<file path="config.mk">
export PLATFORM = sky130hd
export DESIGN_NAME = vend_disp_ctrl
export DESIGN_NICKNAME = d
export VERILOG_FILES = /design/src/rtl/vend_disp_ctrl.sv
export SDC_FILE = /design/constraint.sdc
export NUM_CORES = 1
export LEC_CHECK = 0
export ABC_AREA = 1
export BUFFER_PORTS_ARGS = -buffer_cell sky130_fd_sc_hd__buf_2
export CAP_MARGIN = 20
export CORE_MARGIN = 4
export CORE_UTILIZATION = 50
export CTS_CLUSTER_SIZE = 30
export DETAILED_ROUTE_END_ITERATION = 8
export PLACE_DENSITY = 0.67
export SYNTH_ARGS = -nofsm -noshare
export SYNTH_HDL_FRONTEND = slang
export SYNTH_SLANG_ARGS = --single-unit
</file>
<file path="constraint.sdc">
create_clock -name clk -period 6.9 [get_ports clk]
set_clock_uncertainty 0.05 [all_clocks]
set_input_delay 0.69 -clock clk [delete_from_list [all_inputs] [get_ports clk]]
set_output_delay 0.69 -clock clk [all_outputs]
set_load 0.02 [all_outputs]
</file>
<file path="src/rtl/vend_disp_ctrl.sv">
// Dispense sequencer: event FIFO, solenoid pulse, coin-kick loop with jam detection.
// Optional VEND_DISP_CNT_EN adds a saturating coin_total output.
module vend_disp_ctrl #(
    parameter int PULSE_CYC  = 4,
    parameter int GAP_CYC    = 2,
    parameter int ACK_TO     = 16,
    parameter int FIFO_DEPTH = 4
) (
    input  logic        clk,
    input  logic        rst_n,
    input  logic        ev_drink,
    input  logic        ev_snack,
    input  logic [2:0]  ev_chg,
    input  logic        coin_ack,
    input  logic        clr_err,
    output logic        sol_drink,
    output logic        sol_snack,
    output logic        coin_kick,
    output logic        busy,
    output logic        q_full,
    output logic        ovf_err,
    output logic        jam_err
`ifdef VEND_DISP_CNT_EN
   ,output logic [15:0] coin_total
`endif
);

    localparam int AW   = $clog2(FIFO_DEPTH);
    localparam int M1   = (PULSE_CYC > GAP_CYC) ? PULSE_CYC : GAP_CYC;
    localparam int MAXC = (ACK_TO > M1) ? ACK_TO : M1;
    localparam int CW   = $clog2(MAXC + 1);

    localparam logic [CW-1:0] P_LAST = CW'(PULSE_CYC - 1);
    localparam logic [CW-1:0] G_LAST = CW'(GAP_CYC - 1);
    localparam logic [CW-1:0] A_LAST = CW'(ACK_TO - 1);
    localparam logic [AW:0]   DEPTH  = (AW + 1)'(FIFO_DEPTH);

    typedef enum logic [2:0] {
        IDLE, VEND, VGAP, KICK, WAIT_ACK, KGAP, JAM
    } state_t;

    state_t        state_q, state_d;
    logic [CW-1:0] cnt_q, cnt_d;
    logic          item_q, item_d;
    logic [2:0]    chg_q, chg_d;
    logic          lat_q, lat_d;
    logic          jam_q, jam_d;

    logic [3:0]    mem_q [FIFO_DEPTH];
    logic [AW-1:0] wr_q, rd_q;
    logic [AW:0]   fcnt_q, fcnt_d;

    logic          sold_q, sols_q, kick_q, busy_q, full_q, ovf_q;

    logic          ev, pop, push, full, ovf_d;
    logic [3:0]    head;

    // Pop only in IDLE on an existing entry, so a same-edge push never bypasses.
    always_comb begin
        ev     = ev_drink | ev_snack;
        full   = (fcnt_q == DEPTH);
        pop    = (state_q == IDLE) && (fcnt_q != '0);
        push   = ev && (!full || pop);
        ovf_d  = ev && full && !pop;
        fcnt_d = fcnt_q + {{AW{1'b0}}, push} - {{AW{1'b0}}, pop};
        head   = mem_q[rd_q];
    end

    always_comb begin
        state_d = state_q;
        cnt_d   = cnt_q;
        item_d  = item_q;
        chg_d   = chg_q;
        lat_d   = lat_q;
        jam_d   = jam_q;
        if (clr_err) jam_d = 1'b0;
        unique case (state_q)
            IDLE: begin
                if (pop) begin
                    state_d = VEND;
                    item_d  = head[3];
                    chg_d   = head[2:0];
                    cnt_d   = '0;
                end
            end
            VEND: begin
                if (cnt_q == P_LAST) begin
                    state_d = VGAP;
                    cnt_d   = '0;
                end else begin
                    cnt_d = cnt_q + 1'b1;
                end
            end
            VGAP, KGAP: begin
                if (cnt_q == G_LAST) begin
                    state_d = (chg_q == 3'd0) ? IDLE : KICK;
                    cnt_d   = '0;
                    lat_d   = 1'b0;
                end else begin
                    cnt_d = cnt_q + 1'b1;
                end
            end
            KICK: begin
                if (coin_ack) lat_d = 1'b1;
                if (cnt_q == P_LAST) begin
                    state_d = WAIT_ACK;
                    cnt_d   = '0;
                end else begin
                    cnt_d = cnt_q + 1'b1;
                end
            end
            WAIT_ACK: begin
                if (lat_q || coin_ack) begin
                    state_d = KGAP;
                    chg_d   = chg_q - 3'd1;
                    lat_d   = 1'b0;
                    cnt_d   = '0;
                end else if (cnt_q == A_LAST) begin
                    state_d = JAM;
                    jam_d   = 1'b1;
                    cnt_d   = '0;
                end else begin
                    cnt_d = cnt_q + 1'b1;
                end
            end
            JAM: begin
                if (clr_err) begin
                    state_d = KICK;
                    cnt_d   = '0;
                    lat_d   = 1'b0;
                end
            end
            default: state_d = IDLE;
        endcase
    end

    always_ff @(posedge clk or negedge rst_n) begin
        if (!rst_n) begin
            state_q <= IDLE;
            cnt_q   <= '0;
            item_q  <= 1'b0;
            chg_q   <= '0;
            lat_q   <= 1'b0;
            jam_q   <= 1'b0;
            wr_q    <= '0;
            rd_q    <= '0;
            fcnt_q  <= '0;
            sold_q  <= 1'b0;
            sols_q  <= 1'b0;
            kick_q  <= 1'b0;
            busy_q  <= 1'b0;
            full_q  <= 1'b0;
            ovf_q   <= 1'b0;
            for (int i = 0; i < FIFO_DEPTH; i++) mem_q[i] <= '0;
        end else begin
            state_q <= state_d;
            cnt_q   <= cnt_d;
            item_q  <= item_d;
            chg_q   <= chg_d;
            lat_q   <= lat_d;
            jam_q   <= jam_d;
            fcnt_q  <= fcnt_d;
            if (push) begin
                mem_q[wr_q] <= {ev_snack & ~ev_drink, ev_chg};
                wr_q        <= wr_q + 1'b1;
            end
            if (pop) rd_q <= rd_q + 1'b1;
            // Drives follow the next state so they switch on the same edge.
            sold_q <= (state_d == VEND) && !item_d;
            sols_q <= (state_d == VEND) && item_d;
            kick_q <= (state_d == KICK);
            busy_q <= (state_d != IDLE) || (fcnt_d != '0);
            full_q <= (fcnt_d == DEPTH);
            ovf_q  <= ovf_d;
        end
    end

`ifdef VEND_DISP_CNT_EN
    logic [15:0] total_q;

    always_ff @(posedge clk or negedge rst_n) begin
        if (!rst_n) begin
            total_q <= '0;
        end else if (state_q == WAIT_ACK && state_d == KGAP
                     && total_q != 16'hFFFF) begin
            total_q <= total_q + 16'd1;
        end
    end

    assign coin_total = total_q;
`endif

    assign sol_drink = sold_q;
    assign sol_snack = sols_q;
    assign coin_kick = kick_q;
    assign busy      = busy_q;
    assign q_full    = full_q;
    assign ovf_err   = ovf_q;
    assign jam_err   = jam_q;

endmodule
</file>
==> impl_metrics.yaml <==
global_route:
  grt_pass1_vias: 1875
  gr-total-overflow: 0
  grt_pass1_wl_um: 8080
  grt_max_degree: 44
  grt_util_all_layers: 0.168
  antenna_found_initial: 0
drt:
  drc_errors: 0
  drt_iter0_drc: 124
  ant_nets: 0
  routed_wl_um: 4570
  firstDrtPassIters: 5
  vias_per_cell: 5.10
  via_count: 1909
  wl_per_cell_um: 12.2
logic_synthesis:
  yosys.area_share.simple: 0.254
  yosysWarnings: 0
  synth.top_cell.area_share: 0.450
  synth-xor-area-share: 0.0178
  ys_top_cells_by_area: "dfrtp_1 45%, nand2_1 11%, inv_1 7.5%"
  ys_seq_area_frac: 0.450
  yosysTopAreaCell: "dfrtp_1"
  yosys_register_bits: 43
  syn_area_um2: 2390
  synthAdderAreaFrac: 0.0711
  yosysMostFrequentCell: "nand2_1"
  synthesis.instances: 303
  async_flop_share: 1.00
  synthFlopType: "dfrtp_1"
  synth_mux_area_frac: 0
  synth_cell_types: 30
  synth_compound_area_frac: 0.118
  synth_edf_count: 0
  synth_area_per_cell_um2: 7.90
  yosys-top-cells-count: "70 x nand2_1, 48 x inv_1, 43 x dfrtp_1"
  synth_top_family_by_area: "simple AND/OR/NAND/NOR gates"
  syn_nets: 325
sta:
  setup_viol: 0
  fmax_ghz: 0.351
  setup_ws_ns: 4.05
  grt_setup_unrepaired: "false"
  setup_tns_ns: 0
  fin_crit_sh: 0.413
  final-hold-violation-count: 0
  slew_viol_final: 0
  max_slew.worst_pin.slew_ns: 0.940
  fin_crit_ns: 2.85
  slew_headroom: 0.373
place:
  dp_hpwl_um: 3420
  numPortBuffers: 15
  place_congestion: 0.834
  pre_cts_slack_ns: 3.77
power_and_ir_drop:
  power_frac_clock: 0.159
  pwr-share-comb: 0.464
  power.switching_mw: 0.506
  p_leak_nw: 1.38
  finalPower_mw: 1.17
  powerDensity_nw_per_um2: 449
  seqPwrFrac: 0.377
  switching_share: 0.432
  intPower_mw: 0.666
  ir_drop_mv: 0.231
clock_tree:
  cts_hold_buf: 0
  clockBufferDepth: 2
  clock_sinks: 43
  cts_setup_buffers: 0
  cts_buffers: 5
  cts_resized: 0
  clock_latency_ns: 0.29
  cts_tree: "yes"
  h-tree-depth: 2
  clk_pin_slew_ns: 0.08
  root_buffer: "clkbuf_8"
min_path:
  hp-class: "flip-flop to flip-flop"
  worstHoldStart: "mem_q[3]"
layout:
  drive_gt1_frac: 0.118
  nets: 344
  area.sequential_um2: 1080
  syn2layout_area_growth_pct: 9.15
  fill_cells: 439
  num_antenna_cells: 0
  final_core_util: 0.580
  multi_input_area_um2: 1100
floorplanning:
  ioPinCount: 16
  coreArea_um2: 4500
  fp-row-count: 24
  die_w_um: 77.2
  start_util: 0.531
  die_area_um2: 5960
  die_y_um: 77.2
worst_setup_path:
  required_ns: 7.04
  timing.rr.start: "fcnt_q[1]"
  worstPathMaxFanout: 18
  critPathLaunchType: "flip-flop"
  cp-startpoint: "fcnt_q[1]"
  end_kind: "flip-flop"
  crit_type: "flip-flop to flip-flop"
  arrival_ns: 2.99
flow_run:
  cap_violations: 0
status:
  status: "complete, no violations"
-- flip-flops by register name (all words and copies together) (netlist names) --
signal and cells:
sol_snack 1, item_q 1, state_q 3, chg_q 3
mem_q 16, rd_q 2, wr_q 2, cnt_q 5
ovf_err 1, coin_kick 1, q_full 1, busy 1
lat_q 1, sol_drink 1, jam_err 1, fcnt_q 3
-- final cells by class --
cell class / instances / share of cell area
clock inverter: 1 / 0.0115
tap: 52 / 0.0249
inverter: 51 / 0.0733
timing repair buffer: 15 / 0.0287
sequential: 43 / 0.412
clock buffer: 6 / 0.0278
multi-input combinational: 206 / 0.422
-- worst paths after layout --
| check | cells after the start | slack (ns) | to |
|---|---|---|---|
| max | 14 | 4.05 | busy |
| min | 2 | 0.43 | mem_q[3] |
| max reg2reg | 14 | 4.05 | busy |
| min reg2reg | 2 | 0.43 | mem_q[3] |
| max in group asynchronous | 1 | 5.73 | chg_q[1] |
| min in group asynchronous | 1 | 0.49 | coin_kick |
-- cell families after synthesis --
| group | Yosys count |
|---|---|
| buf+inv | 54 |
| simple gates | 139 |
| compound gates | 50 |
| xor+xnor | 4 |
| flops | 43 |
| fa+ha+maj | 13 |
-- per-layer routing --
layer / global-route usage / wire [µm] / up-vias / part of all wire
met3: 0.0363 / 234 / 6 / 0.051
met5: 0 / 0 / - / 0
li1: - / - / 992 / -
met4: 0.0641 / 80 / 0 / 0.018
met1: 0.204 / 2080 / 865 / 0.45
met2: 0.291 / 2180 / 46 / 0.48
-- power groups by stage --
stage / registers [mW] / logic, mW / clock network, mW
after floorplan: 0.432 / 0.434 / 0
after global placement: 0.445 / 0.535 / 0
after detailed placement: 0.447 / 0.548 / 0
after CTS: 0.442 / 0.550 / 0.195
after global routing: 0.458 / 0.639 / 0.207
final: 0.442 / 0.543 / 0.187
-- critical path: stages, from the launching register on --
cell,delay (ns)
dfrtp_1,0.44
nor2_1,0.22
nand3_2,0.15
o21ai_4,0.24
ha_1,0.33
inv_1,0.05
ha_1,0.13
inv_1,0.04
fa_1,0.47
inv_1,0.04
or2_2,0.28
nor2_1,0.10
nand2_1,0.05
nor2_1,0.10
nand2_1,0.05
-- per-stage QoR --
| step | hold WS [ns] | cells | instance area [µm²] |
|---|---|---|---|
| 3_5_place_dp | 0.414 | 367 | 2510 |
| 2_1_floorplan | 0.344 | 303 | 2390 |
| 6_report | 0.431 | 374 | 2610 |
| 4_1_cts | 0.432 | 374 | 2610 |
| 3_3_place_gp | 0.410 | 367 | 2510 |
| 5_1_grt | 0.464 | 374 | 2610 |
-- cells in the final DEF, fill, tap and decap left out --
master and instances:
nand3_2 1, clkbuf_8 5, inv_1 48, o21ai_4 1, fa_1 1, a21oi_1 13, nor2_1 29, o21bai_1 1
o21ai_1 7, bufinv_16 1, inv_2 3, clkbuf_1 1, nand2_1 70, o22ai_1 1, xor2_1 3, o21a_1 3
o211ai_1 1, xor2_2 1, or2_2 1, nor2_4 1, buf_2 15, dfrtp_1 43, o21ai_0 21, nor2_2 5
a21oi_2 1, ha_1 12, nand2_2 2, nand2_4 1, nand3_1 23, o31ai_1 1, nand4_1 6
Note: power is estimated with default switching activity, not from simulation.
